[src/rtl/muldiv_unit.sv]
// Iterative RV32M multiply/divide unit for the execute stage.
// Shift-add multiply and restoring divide, one bit per clock.
module muldiv_unit #(
   parameter int N = 32
) (
   input  logic         clk,
   input  logic         rst_n,
   input  logic         start,
   input  logic         kill,
   input  logic [2:0]   op,
   input  logic [N-1:0] a,
   input  logic [N-1:0] b,
   output logic         busy,
   output logic         done,
   output logic [N-1:0] result
);

   localparam int CW = $clog2(N);
   localparam logic [CW-1:0] LAST = CW'(N - 1);
   localparam logic [N-1:0] SMIN = {1'b1, {(N-1){1'b0}}};
   localparam logic [N-1:0] ONES = {N{1'b1}};

   typedef enum logic [1:0] {
      S_IDLE,
      S_CALC,
      S_DONE
   } state_e;

   state_e          state_q, state_d;
   logic [CW-1:0]   cnt_q, cnt_d;
   logic [2:0]      op_q, op_d;
   logic [2*N-1:0]  acc_q, acc_d;
   logic [N:0]      rem_q, rem_d;
   logic [N-1:0]    oth_q, oth_d;
   logic            negq_q, negq_d;
   logic            negr_q, negr_d;
   logic [N-1:0]    res_q, res_d;

   logic            a_sgn, b_sgn;
   logic            sa, sb;
   logic [N-1:0]    abs_a, abs_b;
   logic            is_div, div0, ovf, fast;
   logic [N-1:0]    fast_res;

   logic [N:0]      mul_sum;
   logic [2*N-1:0]  mul_nxt, prod;
   logic [N+1:0]    div_sh, div_diff;
   logic            div_ge;
   logic [N:0]      rem_nxt;
   logic [N-1:0]    quo_nxt, quo_f, rem_f;
   logic [N-1:0]    calc_res;

   // Decode operand signedness, magnitudes and fast-path cases at accept
   always_comb begin
      a_sgn = (op == 3'b001) || (op == 3'b010) ||
              (op == 3'b100) || (op == 3'b110);
      b_sgn = (op == 3'b001) || (op == 3'b100) ||
              (op == 3'b110);
      sa    = a_sgn & a[N-1];
      sb    = b_sgn & b[N-1];
      abs_a = sa ? (~a + 1'b1) : a;
      abs_b = sb ? (~b + 1'b1) : b;
      is_div = op[2];
      div0  = is_div && (b == '0);
      ovf   = is_div && !op[0] && (a == SMIN) && (b == ONES);
      fast  = div0 || ovf;
      if (div0) begin
         fast_res = op[1] ? a : ONES;
      end else begin
         fast_res = op[1] ? '0 : SMIN;
      end
   end

   // One shift-add or restore step, plus sign fix-up of the final value
   always_comb begin
      mul_sum  = {1'b0, acc_q[2*N-1:N]} +
                 (acc_q[0] ? {1'b0, oth_q} : '0);
      mul_nxt  = {mul_sum, acc_q[N-1:1]};
      div_sh   = {rem_q, acc_q[N-1]};
      div_diff = div_sh - {2'b00, oth_q};
      div_ge   = !div_diff[N+1];
      rem_nxt  = div_ge ? div_diff[N:0] : div_sh[N:0];
      quo_nxt  = {acc_q[N-2:0], div_ge};
      prod     = negq_q ? (~mul_nxt + 1'b1) : mul_nxt;
      quo_f    = negq_q ? (~quo_nxt + 1'b1) : quo_nxt;
      rem_f    = negr_q ? (~rem_nxt[N-1:0] + 1'b1)
                        : rem_nxt[N-1:0];
      if (op_q[2]) begin
         calc_res = op_q[1] ? rem_f : quo_f;
      end else if (op_q[1:0] == 2'b00) begin
         calc_res = prod[N-1:0];
      end else begin
         calc_res = prod[2*N-1:N];
      end
   end

   // Next-state and datapath update
   always_comb begin
      state_d = state_q;
      cnt_d   = cnt_q;
      op_d    = op_q;
      acc_d   = acc_q;
      rem_d   = rem_q;
      oth_d   = oth_q;
      negq_d  = negq_q;
      negr_d  = negr_q;
      res_d   = res_q;
      unique case (state_q)
         S_IDLE: begin
            if (start && !kill) begin
               op_d   = op;
               negq_d = sa ^ sb;
               negr_d = sa;
               cnt_d  = '0;
               rem_d  = '0;
               if (fast) begin
                  res_d   = fast_res;
                  state_d = S_DONE;
               end else begin
                  state_d = S_CALC;
                  if (is_div) begin
                     acc_d = {{N{1'b0}}, abs_a};
                     oth_d = abs_b;
                  end else begin
                     acc_d = {{N{1'b0}}, abs_b};
                     oth_d = abs_a;
                  end
               end
            end
         end
         S_CALC: begin
            if (kill) begin
               state_d = S_IDLE;
            end else begin
               cnt_d = cnt_q + 1'b1;
               if (op_q[2]) begin
                  acc_d = {{N{1'b0}}, quo_nxt};
                  rem_d = rem_nxt;
               end else begin
                  acc_d = mul_nxt;
               end
               if (cnt_q == LAST) begin
                  state_d = S_DONE;
                  res_d   = calc_res;
               end
            end
         end
         S_DONE: begin
            state_d = S_IDLE;
         end
         default: begin
            state_d = S_IDLE;
         end
      endcase
   end

   // State and datapath registers
   always_ff @(posedge clk or negedge rst_n) begin
      if (!rst_n) begin
         state_q <= S_IDLE;
         cnt_q   <= '0;
         op_q    <= '0;
         acc_q   <= '0;
         rem_q   <= '0;
         oth_q   <= '0;
         negq_q  <= 1'b0;
         negr_q  <= 1'b0;
         res_q   <= '0;
      end else begin
         state_q <= state_d;
         cnt_q   <= cnt_d;
         op_q    <= op_d;
         acc_q   <= acc_d;
         rem_q   <= rem_d;
         oth_q   <= oth_d;
         negq_q  <= negq_d;
         negr_q  <= negr_d;
         res_q   <= res_d;
      end
   end

   assign busy   = (state_q != S_IDLE);
   assign done   = (state_q == S_DONE) && !kill;
   assign result = res_q;

endmodule
[config.mk]
export PLATFORM = sky130hd
export DESIGN_NAME = muldiv_unit
export DESIGN_NICKNAME = d
export VERILOG_FILES = /design/src/rtl/muldiv_unit.sv
export SDC_FILE = /design/constraint.sdc
export NUM_CORES = 1
export LEC_CHECK = 0
export CORE_AREA = 2 2 202 204
export DETAILED_ROUTE_END_ITERATION = 8
export DIE_AREA = 0 0 204 206
export DONT_BUFFER_PORTS = 1
export RECOVER_POWER = 25
export SLEW_MARGIN = 20
export SYNTH_ARGS = -nofsm -noshare
export SYNTH_HDL_FRONTEND = slang
export SYNTH_SLANG_ARGS = --single-unit
[constraint.sdc]
create_clock -name clk -period 5.1 [get_ports clk]
set_input_delay 0.765 -clock clk [delete_from_list [all_inputs] [get_ports clk]]
set_output_delay 0.765 -clock clk [all_outputs]
set_load 0.02 [all_outputs]
==> results.ini <==
[run_status]
status=complete, but fails checks
violations=capacitance limit, slew limit

[timing]
timing.setup.tns_ns=0
setup_viol=0
setup_ws_ns=0.145
post-route-period-util_pct=97.1
worst_pin_slew_ns=2.62
hold_violations=0
max_freq_mhz=202
fin_crit_ns=4.95
maxSlewHeadroom_pct=-74.6
finClkSkew_ns=0.0141
slew_viol_final=174

[cts]
path_clk_slew_ns=0.08
cts_root_buf=clkbuf_16
htreeDepth=4
clockBufferDepth=2
numCtsBuffers=17
clock-sinks=173
cts_tree=yes
clk_latency_ns=0.51

[routing]
drt_first_pass_iters=6
postRouteAntennaNets=0
drtIter0Drc=2087
viasPerCell=6.36
drc=0
routed-via-count=18700
routed_wl_um=73800
wl_per_cell_um=25.2

[die]
rows=74
initial_core_util_pct=44.3
chipHeight_um=206
core_area_mm2=0.0402
ioPinCount=105
die_area_mm2=0.0420
die_w_um=204

[layout]
finish.net_count=2535
postLayoutCellArea_mm2=0.0193
fillers=4124
area.growth.synth_to_final_pct=8.43
n_antenna_cell=0
drive_gt1_share_pct=9.16

[critical_path]
cp_slowest_cell=xnor2_1
cp_max_fo=13
startpoint_type=flop
critPathBufInv=3
crit_arrival_ns=5.37
worstPathRequired_ns=5.52
max_stage_delay_ns=0.55
end_kind=flop
worstPathCellList=inv_1 -> buf_4 -> buf_4 -> nor2_1 -> ha_1 -> a21oi_1 -> o21ai_0 -> a221o_1 -> a21oi_1 -> o21ai_0 -> xnor2_1 -> nand3_1 -> nand2b_1 -> o21a_1 -> xor2_1 -> nand3_1 -> a41oi_1
path_class=reg -> reg
critPathTopFamily=compound AO/OA/AOI/OAI gates

[power_and_ir_drop]
leakagePower_nw=8.02
p_per_area_mw_per_mm2=325
vdd.ir_drop.worst_uv=244
finalPower_mw=6.28

[yosys]
synth_edf_count=0
synth.distinct_cells=91
synth_fp_nets=2586
async_flop_share_pct=100
ys_top_cells_by_count=nand2_1, nor2_1, o21ai_0
ys_warn_count=0
synth_area_per_cell_um2=7.29
synth_cells=2441
synthTopCellsByArea=dfrtp_1, o21ai_0, nand2_1, a21oi_1, xnor2_1
netlist.area_leader.share_pct=24.3
syn_area_mm2=0.0178
synth_flop_cell=dfrtp_1
ys_ff_latch=173
synth_area_leader_cell=dfrtp_1
ys_seq_area_share_pct=24.3
synth.most_common_cell=nand2_1

[place]
place_ws_ns=-0.0422
placed_area_mm2=0.0186
hpwl_um=57500
portBuffers=0
gp_congestion=1.03

[grt]
grt_pass1_vias=17200
grt_pass1_wl_um=109000
gr-total-overflow=0
grt_use_total_pct=35.0
grt_max_degree=174
antenna_found_initial=4

[hold_path]
min_path_type=in -> reg

[job]
max_cap_viol_count=1

## power by group
part	switching [mW]	internal [mW]
registers	0.242	1.53
clock network	0.674	0.727
logic	2.02	1.09
## placed cells by master, fill, tap and decap left out, types with 8 or more instances in the layout
cell type  Yosys  final
a211oi_1      24     23
a21o_1        22     22
a21oi_1      225    221
a31oi_1       24     24
a41oi_1        9      9
and2_1        13     13
and3_1        17     17
buf_4          1    103
clkbuf_16      0     17
dfrtp_1      173    170
ha_1          72     67
inv_1         75     71
mux2_2        13     13
mux2i_1       76     75
nand2_1      313    310
nand2b_1      13     11
nand3_1       37     37
nand4_1       31     31
nor2_1       261    258
nor2b_1        8      8
nor3_1        46     45
nor3b_1       10      9
nor4_1        18     17
o211ai_1      28     28
o21a_1        12     12
o21ai_0      251    246
o21ai_1       14     16
o221ai_1       8      8
o31ai_1       56     55
o41ai_1       18     18
or2_2         12     12
or3_1         15     15
or4_1         16     16
xnor2_1      116    116
xor2_1       108    108
## sequential cells by signal, indices dropped and copies added, names as in the netlist
name	flops
negq_q	1
negr_q	1
cnt_q	5
state_q	2
result	32
rem_q	33
op_q	3
oth_q	32
acc_q	64
## cell families after synthesis
kind of cell               Yosys count  share of synthesized area, %
adders and majority gates           74                          5.28
and+or+nand+nor                    843                          21.7
AOI/OAI and AO/OA                  784                          27.0
buffers and inverters              254                          5.57
DFF                                173                          24.3
muxes                               89                          5.09
xor gates and xnor gates           224                          11.0
## timing repair
item,CTS,global route
hold buffers,1,0
endpoints found under the hold margin,173,0
endpoints found under the setup margin,2,13
resized for setup,3,28
pin swaps,2,3
setup buffers,1,3
## worst reg2reg max path: stages, from the launching register on
cell      delay (ns)
dfrtp_1         0.41
inv_1           0.08
buf_4           0.20
buf_4           0.23
nor2_1          0.37
ha_1            0.40
a21oi_1         0.23
o21ai_0         0.25
a221o_1         0.35
a21oi_1         0.13
o21ai_0         0.17
xnor2_1         0.55
nand3_1         0.29
nand2b_1        0.27
o21a_1          0.23
xor2_1          0.37
nand3_1         0.13
a41oi_1         0.24
## metrics by stage
step	hold slack, ns	std cells	util [%]
3_3_place_gp	0.464	2898	46.3
6_report	0.359	2935	48.0
5_1_grt	0.338	2935	48.0
3_5_place_dp	0.471	2898	46.3
2_1_floorplan	0.450	2441	-
4_1_cts	0.338	2932	47.9
## routing by layer
layer | track usage, % | wire length (µm)
met5 | 0 | 34
met4 | 16.6 | 3690
met3 | 9.43 | 7220
met1 | 45.8 | 30500
met2 | 53.5 | 32400
## final cells by class
cell class                 count  area, µm²  share of cell area (%)
inverter                      79        297                    1.54
tap                          532        666                    3.45
timing repair buffer         105        801                    4.15
clock buffer                  17        425                    2.20
clock inverter                15        159                   0.823
multi-input combinational   2014      12600                    65.4
sequential                   173       4330                    22.4
## worst paths after layout
check	from	end	slack [ns]	cells past startpoint
worst max register to register	acc_q[0]$_DFFE_PN0P_	result[29]$_DFFE_PN0P_	0.15	17
worst min register to register	oth_q[25]$_DFFE_PN0P_	oth_q[25]$_DFFE_PN0P_	0.48	2
worst max-delay path	acc_q[0]$_DFFE_PN0P_	result[29]$_DFFE_PN0P_	0.15	17
min in group asynchronous	rst_n	negq_q$_DFFE_PN0P_	1.09	1
worst min-delay path	kill	state_q[0]$_DFFE_PN0P_	0.36	1
max in group asynchronous	rst_n	rem_q[11]$_DFFE_PN0P_	2.26	1
Note: power is estimated with default switching activity, not from simulation.
